--- config.mk ---
export PLATFORM = sky130hd
export DESIGN_NAME = fetch_stage_flat
export DESIGN_NICKNAME = d
export VERILOG_FILES = /design/src/rtl/fetch_stage_if.sv /design/src/rtl/fetch_stage.sv /design/src/flat_wrapper.sv
export SDC_FILE = /design/constraint.sdc
export NUM_CORES = 1
export LEC_CHECK = 0
export ABC_AREA = 1
export BUFFER_PORTS_ARGS = -buffer_cell sky130_fd_sc_hd__buf_4
export CAP_MARGIN = 5
export CORE_ASPECT_RATIO = 0.5
export CORE_MARGIN = 4
export CORE_UTILIZATION = 45
export CTS_CLUSTER_DIAMETER = 150
export CTS_CLUSTER_SIZE = 28
export DETAILED_ROUTE_END_ITERATION = 8
export PLACE_DENSITY = 0.78
export SETUP_SLACK_MARGIN = 0.2
export SYNTH_ARGS = -nofsm -noshare
export SYNTH_HDL_FRONTEND = slang
export SYNTH_SLANG_ARGS = --single-unit
--- constraint.sdc ---
create_clock -name clk -period 3.2 [get_ports clk]
set_clock_uncertainty 0.05 [all_clocks]
set_input_delay 0.32 -clock clk [delete_from_list [all_inputs] [get_ports clk]]
set_output_delay 0.32 -clock clk [all_outputs]
set_load 0.01 [all_outputs]
--- src/rtl/fetch_stage_if.sv ---
// fetch_stage_if: control, instruction-memory and IF/DE signals of the fetch stage
interface fetch_stage_if;
    logic        stall_i;
    logic        redirect_i;
    logic [31:0] redirect_pc_i;
    logic [31:0] imem_addr_o;
    logic [31:0] imem_data_i;
    logic [31:0] if_pc_o;
    logic [31:0] if_inst_o;
    logic        if_valid_o;
    logic        misalign_o;
    logic [31:0] fetch_count_o;
    modport slave (
        input  stall_i, redirect_i, redirect_pc_i, imem_data_i,
        output imem_addr_o, if_pc_o, if_inst_o, if_valid_o, misalign_o, fetch_count_o
    );
    modport master (
        output stall_i, redirect_i, redirect_pc_i, imem_data_i,
        input  imem_addr_o, if_pc_o, if_inst_o, if_valid_o, misalign_o, fetch_count_o
    );
endinterface

--- src/rtl/fetch_stage.sv ---
// fetch_stage: PC register and IF/DE pipeline register with stall, redirect/flush and misalign flag
module fetch_stage #(
    parameter logic [31:0] RESET_PC = 32'h0000_0000,
    parameter logic [31:0] NOP_INST = 32'h0000_0013
) (
    input logic         clk,
    input logic         rst,
    fetch_stage_if.slave bus
);
    logic [31:0] r_pc, r_if_pc, r_if_inst, r_count;
    logic        r_if_valid, r_misalign;
    assign bus.imem_addr_o   = r_pc;
    assign bus.if_pc_o       = r_if_pc;
    assign bus.if_inst_o     = r_if_inst;
    assign bus.if_valid_o    = r_if_valid;
    assign bus.misalign_o    = r_misalign;
    assign bus.fetch_count_o = r_count;
    always_ff @(posedge clk) begin
        if (rst) begin
            r_pc       <= RESET_PC;
            r_if_pc    <= '0;
            r_if_inst  <= NOP_INST;
            r_if_valid <= 1'b0;
            r_misalign <= 1'b0;
            r_count    <= '0;
        end else if (bus.redirect_i) begin
            // the word fetched this cycle is dropped; target is force-aligned
            r_pc       <= {bus.redirect_pc_i[31:2], 2'b00};
            r_if_pc    <= '0;
            r_if_inst  <= NOP_INST;
            r_if_valid <= 1'b0;
            r_misalign <= |bus.redirect_pc_i[1:0];
        end else begin
            r_misalign <= 1'b0;
            if (!bus.stall_i) begin
                r_pc       <= r_pc + 32'd4;
                r_if_pc    <= r_pc;
                r_if_inst  <= bus.imem_data_i;
                r_if_valid <= 1'b1;
                r_count    <= r_count + 32'd1;
            end
        end
    end
endmodule
--- src/flat_wrapper.sv ---
// flat-port wrapper written by rule: the top's interface ports become plain ports
module fetch_stage_flat 
#(
    parameter logic [31:0] RESET_PC = 32'h0000_0000,
    parameter logic [31:0] NOP_INST = 32'h0000_0013
)
  (clk, rst, bus_stall_i, bus_redirect_i, bus_redirect_pc_i, bus_imem_data_i, bus_imem_addr_o, bus_if_pc_o, bus_if_inst_o, bus_if_valid_o, bus_misalign_o, bus_fetch_count_o);
  fetch_stage_if bus_i ();
  input logic clk;
  input logic rst;
  input wire logic [$bits(bus_i.stall_i)-1:0] bus_stall_i;
  input wire logic [$bits(bus_i.redirect_i)-1:0] bus_redirect_i;
  input wire logic [$bits(bus_i.redirect_pc_i)-1:0] bus_redirect_pc_i;
  input wire logic [$bits(bus_i.imem_data_i)-1:0] bus_imem_data_i;
  output wire logic [$bits(bus_i.imem_addr_o)-1:0] bus_imem_addr_o;
  output wire logic [$bits(bus_i.if_pc_o)-1:0] bus_if_pc_o;
  output wire logic [$bits(bus_i.if_inst_o)-1:0] bus_if_inst_o;
  output wire logic [$bits(bus_i.if_valid_o)-1:0] bus_if_valid_o;
  output wire logic [$bits(bus_i.misalign_o)-1:0] bus_misalign_o;
  output wire logic [$bits(bus_i.fetch_count_o)-1:0] bus_fetch_count_o;
  assign bus_i.stall_i = bus_stall_i;
  assign bus_i.redirect_i = bus_redirect_i;
  assign bus_i.redirect_pc_i = bus_redirect_pc_i;
  assign bus_i.imem_data_i = bus_imem_data_i;
  assign bus_imem_addr_o = bus_i.imem_addr_o;
  assign bus_if_pc_o = bus_i.if_pc_o;
  assign bus_if_inst_o = bus_i.if_inst_o;
  assign bus_if_valid_o = bus_i.if_valid_o;
  assign bus_misalign_o = bus_i.misalign_o;
  assign bus_fetch_count_o = bus_i.fetch_count_o;
  fetch_stage #(.RESET_PC(RESET_PC), .NOP_INST(NOP_INST)) u_core (.clk(clk), .rst(rst), .bus(bus_i));
endmodule
# After elaboration in Yosys (flattened, before gate mapping)
# Cells that the tools add are included.
[totals]
regBits = 130
latch_bits = 0
ramBits = 0
rom_bits = 0
input_bits = 68
wordCells = 18
memories = 0
[classes]
addsub = 2
multipliers = 0
div_mod_pow = 0
n_lt_le_gt_ge = 0
eq_ne = 1
shift = 0
n_mux = 2
bitwise_logic = 2
reduce_logical = 4
[op_table]
columns = ["cell", "n"]
rows = [
  ["2-to-1 mux 32 bit", 2],
  ["adder 32 x 1 -> 32 bit, second input constant", 1],
  ["adder 32 x 3 -> 32 bit, second input constant", 1],
  ["OR reduction 2 bit", 3],
  ["!= test 2 x 1 -> 1 bit, second input constant", 1],
  ["inverter 1 bit", 2],
  ["AND reduction 2 bit", 1],
]

# Depth between registers and ports, before layout
# Gate-level depths: netlist of run 1.
[logic_depth]
word_depth = 3
depth_mapped = 10
mapped_depth_nobuf = 10

# Worst setup path before layout of run 1
# Ideal clock, no wire load.
[synth_path]
path_type = "register -> register"
from = "register u_core.r_pc[3] (netlist: u_core.bus.imem_addr_o[3])"
to = "register u_core.r_pc[22] (netlist: u_core.bus.imem_addr_o[22])"
setup_ns = 0.128
t_arrival_ns = 1.361
required_time_ns = 3.022
path_slack_ns = 1.661
stages_incl_launch_ff = 11
n_path_buf = 0
period_less_slack_ns = 1.539
path_cell_list = "dfxtp_1 -> ha_1 -> inv_1 -> nor2_1 -> nand2_1 -> nor2_2 -> nand2_1 -> nand2_1 -> nand2_1 -> a21oi_1 -> nor2_1"
[synth_between]
elab_chain_len = 3
[synth_lines]
columns = ["element", "line", "text"]
rows = [
  ["start, declared", "fetch_stage.sv:10", "logic [31:0] r_pc, r_if_pc, r_if_inst, r_count;"],
  ["start signal, assigned", "fetch_stage.sv:28", "r_pc <= {bus.redirect_pc_i[31:2], 2'b00};"],
  ["start signal, assigned", "fetch_stage.sv:36", "r_pc <= r_pc + 32'd4;"],
  ["adder 32 x 3 -> 32 bit", "fetch_stage.sv:36", ""],
  ["2-to-1 mux 32 bit", "fetch_stage.sv:35", "if (!bus.stall_i) begin"],
  ["2-to-1 mux 32 bit", "fetch_stage.sv:26", "end else if (bus.redirect_i) begin"],
]
# Every way passes these cells. The select of a mux whose other input is x is not followed.
# A chain may end at the register's enable or synchronous reset.

# Worst setup path in the final report of run 1
[layout_path]
from = "register u_core.r_pc[2] (netlist: u_core.bus.imem_addr_o[2])"
to = "register u_core.r_pc[16] (netlist: u_core.bus.imem_addr_o[16])"
# The elaborated chain is that of the path after synthesis.

==> results of run 1 <==
-- power groups by stage --
stage               sequential [mW]  combinational [mW]  clock, mW
floorplan                      1.72               0.171          0
global placement               1.70               0.363          0
detailed placement             1.71               0.370          0
CTS                            1.67               0.372       1.99
global route                   1.68               0.411       2.06
finish                         1.67               0.371       1.98
-- synthesized netlist by cell type --
cell and number:
a211oi_1 1, a21oi_1 100, a22o_1 4, a31oi_1 5, and3_1 1, buf_1 8, buf_2 5, buf_4 4
buf_6 1, clkbuf_1 21, conb_1 1, dfxtp_1 126, ha_1 2, inv_1 79, inv_2 2, inv_4 1
nand2_1 297, nand2_2 1, nand3_1 39, nand4_1 5, nand4_2 1, nor2_1 105, nor2_2 9, nor2_4 4
nor2_8 1, nor3_1 8, nor3b_1 2, o21ai_0 44, o21ai_1 6, o31ai_1 2, xnor2_1 3, xor2_1 10
-- cell type report --
cell class | count | area [µm²]
tap | 170 | 213
inverter | 82 | 310
clock buffer | 22 | 464
multi-input combinational | 654 | 2930
fill | 1141 | 4720
timing repair buffer | 196 | 1470
sequential | 126 | 2520
clock inverter | 10 | 136
-- per-layer routing --
| layer | part of all wire (%) | up-vias | GRT usage (%) |
|---|---|---|---|
| li1 | - | 3203 | - |
| met1 | 44 | 2942 | 29.2 |
| met2 | 49 | 190 | 39.6 |
| met3 | 5.2 | 34 | 4.77 |
| met4 | 2.2 | 0 | 8.04 |
| met5 | 0 | - | 0 |
-- registers in the layout, indices dropped and copies added (netlist names) --
| signal | cells |
|---|---|
| u_core.bus.misalign_o | 1 |
| u_core.bus.imem_addr_o | 30 |
| u_core.bus.fetch_count_o | 32 |
| u_core.bus.if_inst_o | 32 |
| u_core.bus.if_pc_o | 30 |
| u_core.bus.if_valid_o | 1 |
-- kinds of logic (layout without fill, tap and decap cells) --
family | count (synthesis) | after routing | synth area share [%]
AND/OR/NAND/NOR | 473 | 473 | 32.7
AO/OA/AOI/OAI | 162 | 162 | 14.2
flip-flops | 126 | 126 | 42.6
buffers and inverters | 121 | 310 | 8.19
XOR/XNOR | 13 | 13 | 1.92
adder cells (fa/ha/maj) | 2 | 2 | 0.422
other | 1 | 4 | 0.0633
-- worst max-delay path, delay by kind of cell (launching register included) --
kind                     cells  cell delay (ns)
AND/OR/NAND/NOR              4             0.73
flip-flops                   1             0.44
adder cells (fa/ha/maj)      1             0.24
XOR/XNOR                     1             0.19
AO/OA/AOI/OAI                1             0.12
-- worst max-delay path by stage --
stage                              start                         end  slack, ns  cells after the start
3_3_place_gp              bus_redirect_i  u_core.bus.imem_addr_o[10]       1.23                      7
2_1_floorplan  u_core.bus.imem_addr_o[3]  u_core.bus.imem_addr_o[22]       1.66                     10
6_report       u_core.bus.imem_addr_o[2]  u_core.bus.imem_addr_o[16]       1.37                      7
4_1_cts        u_core.bus.imem_addr_o[2]  u_core.bus.imem_addr_o[22]       1.42                     10
3_5_place_dp              bus_redirect_i   u_core.bus.imem_addr_o[9]       1.16                      7
5_1_grt        u_core.bus.imem_addr_o[2]  u_core.bus.imem_addr_o[22]       1.21                     10
-- metrics by stage --
step	hold slack [ns]	worst slack [ns]	cell area (µm²)	instances	power, mW
6_report	0.0520	1.37	8050	1260	4.02
5_1_grt	0.0560	1.21	8050	1260	4.15
4_1_cts	0.0541	1.42	8050	1260	4.03
3_5_place_dp	0.404	1.16	7450	1228	2.08
3_3_place_gp	0.394	1.23	7450	1228	2.07
2_1_floorplan	0.383	1.66	5940	901	1.89
==> impl_metrics.yaml, run 1 <==
min_path:
  holdPathEnd: "u_core.bus.if_inst_o[4]"
  worst_hold_path_type: "primary input to flop"
  min_from: "bus_imem_data_i[4]"
  holdPathStages: 3
timing:
  tns_ns: 0
  drv_slew: 0
  fin_crit_sh_pct: 57.1
  fmax_mhz: 548
  period_minus_slack_ns: 1.83
  rsz0062_at_grt: "false"
  hold_viol_final: 0
  slew_headroom_pct: 33.6
  worst_pin_slew_ns: 0.995
  setup_viol: 0
worst_setup_path:
  critPathMaxFanout: 6
  cp_slowest_cell: "dfxtp_1"
  worstPathArrival_ns: 2.13
  timing.rr.start: "u_core.bus.imem_addr_o[2]"
  ff2ff_path_depth: 7
  r2r_end: "u_core.bus.imem_addr_o[16]"
  required_ns: 3.51
  path_cells: "ha_1 > nand3_1 > nor2_1 > nand3_1 > xor2_1 > nand2_1 > a21oi_1"
  r2r_slack_ns: 1.37
  end_kind: "flop"
  worstSetupPathType: "flop to flop"
  crit_top_cell: "nand3_1"
  crit_path_start_kind: "flop"
  cp_slowest_stage_delay_ns: 0.44
global_route:
  antenna_found_initial: 0
  gr-total-overflow: 0
  grt_pass1_vias: 5841
  grt_use_total_pct: 23.0
  grt_max_degree: 63
  grt_pass1_wl_um: 28400
die:
  io_pins: 198
  die_x_um: 170
  initial_core_util_pct: 46.4
  coreArea_um2: 12800
  die-area_um2: 15200
  rows: 29
  fp.dieH_um: 89.2
clock_tree:
  cts_buffers: 17
  cts_buffer_depth: 2
  clk-insertion-delay-late_ns: 0.42
  clock-sinks: 126
  cts-root-buf: "clkbuf_16"
  cts-htree-levels: 4
  hold_buffers: 0
  cts_tree: "yes"
  clk_pin_slew_ns: 0.06
  postCtsSetupBuffers: 0
  cts.repair.resized: 0
job:
  drv_cap: 0
cells_and_area:
  num_antenna_cells: 0
  synthToLayoutAreaGrowth_pct: 35.8
  final_common_cell: "nand2_1"
  most-common-layout-cells: "297 x nand2_1, 196 x buf_4, 126 x dfxtp_1"
  drive_gt1_share_pct: 22.4
  fin_util_pct: 63.0
  nets: 1147
pwr:
  p_clk_share_pct: 49.2
  internal-power_mw: 3.05
  peakVddDrop_v: 0.000357
  power_frac_seq_pct: 41.6
  p_leak_nw: 3.49
  combPwrFrac_pct: 9.2
  p_sw_share_pct: 24.1
  powerDensity_nw_per_um2: 500
  netSwitchingPower_mw: 0.970
synth:
  synth_area_leaders: "dfxtp_1 43%, nand2_1 19%, a21oi_1 8.4%"
  yosys.area.top_type: "dfxtp_1"
  yosysWarnings: 0
  seq_area_frac_synth_pct: 42.6
  synth-seq-cells: 126
  synthDominantCellAreaShare_pct: 42.6
  synthDistinctLibCells: 32
  synth_cells: 898
  syn_area_per_cell_um2: 6.60
  syn_area_um2: 5930
run_status:
  outcome: "finished, final reports clean"
route:
  drt_first_iter_violations: 511
  via_count: 6369
  drcViolationCount: 0
  wl_um: 18000
  via_per_inst: 5.05
  dr.pass1.iters: 5
  wl_per_cell_um: 14.2
  ant_nets: 0
placed_design:
  gp_congestion: 0.920
  place_hpwl_um: 13000
  port_buffers: 193
Note: power is estimated with default switching activity, not from simulation.
==> inputs of run 2 (changes only) <==
Settings changed: PLACE_DENSITY 0.78 to 0.8.
Clock period 3.2 ns to 1.5 ns, I/O delays scaled along.
==> impl_metrics.yaml, run 2 (synthesized netlist as in run 1, its figures left out) <==
job:
  drv_cap: 0
global_route:
  grt_max_degree: 49
  grt_pass1_vias: 7086
  grt_pass1_wl_um: 36200
  gr-total-overflow: 0
  antenna_found_initial: 0
  grt_use_total_pct: 30.0
worst_setup_path:
  required_ns: 1.80
  timing.rr.start: "u_core.bus.imem_addr_o[2]"
  cp-startpoint: "u_core.bus.imem_addr_o[2]"
  crit_top_cell: "nor2_4"
  crit_path_start_kind: "flop"
  cp_slowest_cell: "dfxtp_4"
  cp-endpoint: "u_core.bus.imem_addr_o[14]"
  ff2ff_path_depth: 8
  worstPathArrival_ns: 1.93
  r2r_end: "u_core.bus.imem_addr_o[14]"
  critPathMaxFanout: 4
  r2r_slack_ns: -0.13
  cp_slowest_stage_delay_ns: 0.41
  path_cells: "ha_4 > inv_4 > nor2_4 > nand2_4 > nor2_4 > xor2_1 > a21oi_1 > nor2_1"
  end_kind: "flop"
  worstSetupPathType: "flop to flop"
clock_tree:
  cts_buffers: 17
  hold_buffers: 42
  cts_buffer_depth: 2
  clk-insertion-delay-late_ns: 0.43
  cts-htree-levels: 4
  clock-sinks: 126
  cts_tree: "yes"
  clk_pin_slew_ns: 0.06
  cts-root-buf: "clkbuf_16"
route:
  drt_first_iter_violations: 938
  dr.pass1.iters: 6
  ant_nets: 0
  wl_per_cell_um: 20.2
  via_count: 8041
  drcViolationCount: 0
  wl_um: 28300
  via_per_inst: 5.75
cells_and_area:
  drive_gt1_share_pct: 43.8
  fillCellCount: 711
  multi_input_area_um2: 3670
  synthToLayoutAreaGrowth_pct: 72.8
  regArea_um2: 2630
  most-common-layout-cells: "263 x buf_4, 252 x nand2_1, 88 x a21oi_1"
  num_antenna_cells: 0
  instances_no_fill: 1399
  nets: 1286
  final_common_cell: "buf_4"
pwr:
  peakVddDrop_v: 0.00107
  powerDensity_nw_per_um2: 910
  p_leak_nw: 4.48
placed_design:
  dp_slack_ns: -0.0381
  place_hpwl_um: 14000
  place_inst: 1271
  gp_congestion: 0.889
  port_buffers: 193
timing:
  rsz0062_at_grt: "true"
  fin_ws_ns: -0.127
  setup_viol: 14
  fmax_mhz: 615
  worst_pin_slew_ns: 0.528
  fin_crit_sh_pct: 108
  worst_hold_slack_ns: -0.0292
  slew_headroom_pct: 64.8
  period_minus_slack_ns: 1.63
  drv_slew: 0
  hold_viol_final: 6
run_status:
  outcome: "finished with violations"
  violations: "hold timing, setup timing"
die:
  rows: 29
  io_pins: 198
  die-area_um2: 15200
  fp.dieH_um: 89.2
  coreArea_um2: 12800
  initial_core_util_pct: 46.4
  die_x_um: 170
min_path:
  worst_hold_path_type: "primary input to flop"
==> run 2: report_power, final <==
group / total, mW / internal, mW / switching (mW)
clock: 4.56 / 2.81 / 1.75
combinational: 1.20 / 0.556 / 0.642
sequential: 3.56 / 3.44 / 0.119
total: 9.32 / 6.81 / 2.51
==> run 2: how the worst min path moves through the flow <==
stage                  startpoint                           end  slack [ns]  cells past startpoint
2_1_floorplan  bus_imem_data_i[0]       u_core.bus.if_inst_o[0]        0.21                      2
3_3_place_gp   bus_imem_data_i[1]       u_core.bus.if_inst_o[1]        0.30                      3
3_5_place_dp   bus_imem_data_i[1]       u_core.bus.if_inst_o[1]        0.31                      3
4_1_cts                       rst  u_core.bus.fetch_count_o[22]       -0.04                      2
5_1_grt                       rst   u_core.bus.fetch_count_o[4]       -0.03                      2
6_report                      rst  u_core.bus.fetch_count_o[28]       -0.03                      2
==> run 2: repair_timing <==
| item | 4_1_cts | 5_1_grt |
|---|---|---|
| pin swaps | 65 | 58 |
| hold endpoints to repair | 47 | 6 |
| resized for setup | 130 | 136 |
| endpoints found under the setup margin | 48 | 56 |
| setup buffers | 32 | 22 |
==> run 2: per-layer routing <==
| metal | up-vias | track usage (%) | wire (µm) |
|---|---|---|---|
| met5 | - | 0 | 0 |
| met4 | 0 | 16.8 | 2290 |
| met3 | 242 | 7.11 | 2730 |
| met2 | 664 | 53.7 | 13500 |
| met1 | 3638 | 33.7 | 9750 |
| li1 | 3497 | - | - |
==> run 2: cell type report <==
class	count	share of cell area [%]
clock buffer	20	4.67
clock inverter	12	1.52
inverter	82	3.24
sequential	126	25.7
multi-input combinational	654	35.9
timing repair buffer	335	26.9
tap	170	2.08
==> run 2: stage by stage <==
step / hold slack [ns] / utilization (%) / power [mW] / area, µm² / setup TNS, ns
6_report: -0.0292 / 80.2 / 9.32 / 10200 / -0.621
5_1_grt: -0.0286 / 80.2 / 9.50 / 10200 / -2.02
4_1_cts: -0.0421 / 75.2 / 9.02 / 9600 / 0
3_5_place_dp: 0.313 / 62.0 / 4.50 / 7920 / -0.0712
3_3_place_gp: 0.302 / 62.0 / 4.48 / 7920 / 0
2_1_floorplan: 0.213 / - / 4.03 / 6070 / 0
==> run 2: critical path: cells and delay by family, from the launching register on <==
kind / cells / cell delay (ns)
simple gates: 4 / 0.48
fa+ha+maj: 1 / 0.19
flops: 1 / 0.41
compound gates: 1 / 0.12
xor+xnor: 1 / 0.23
buf+inv: 1 / 0.05
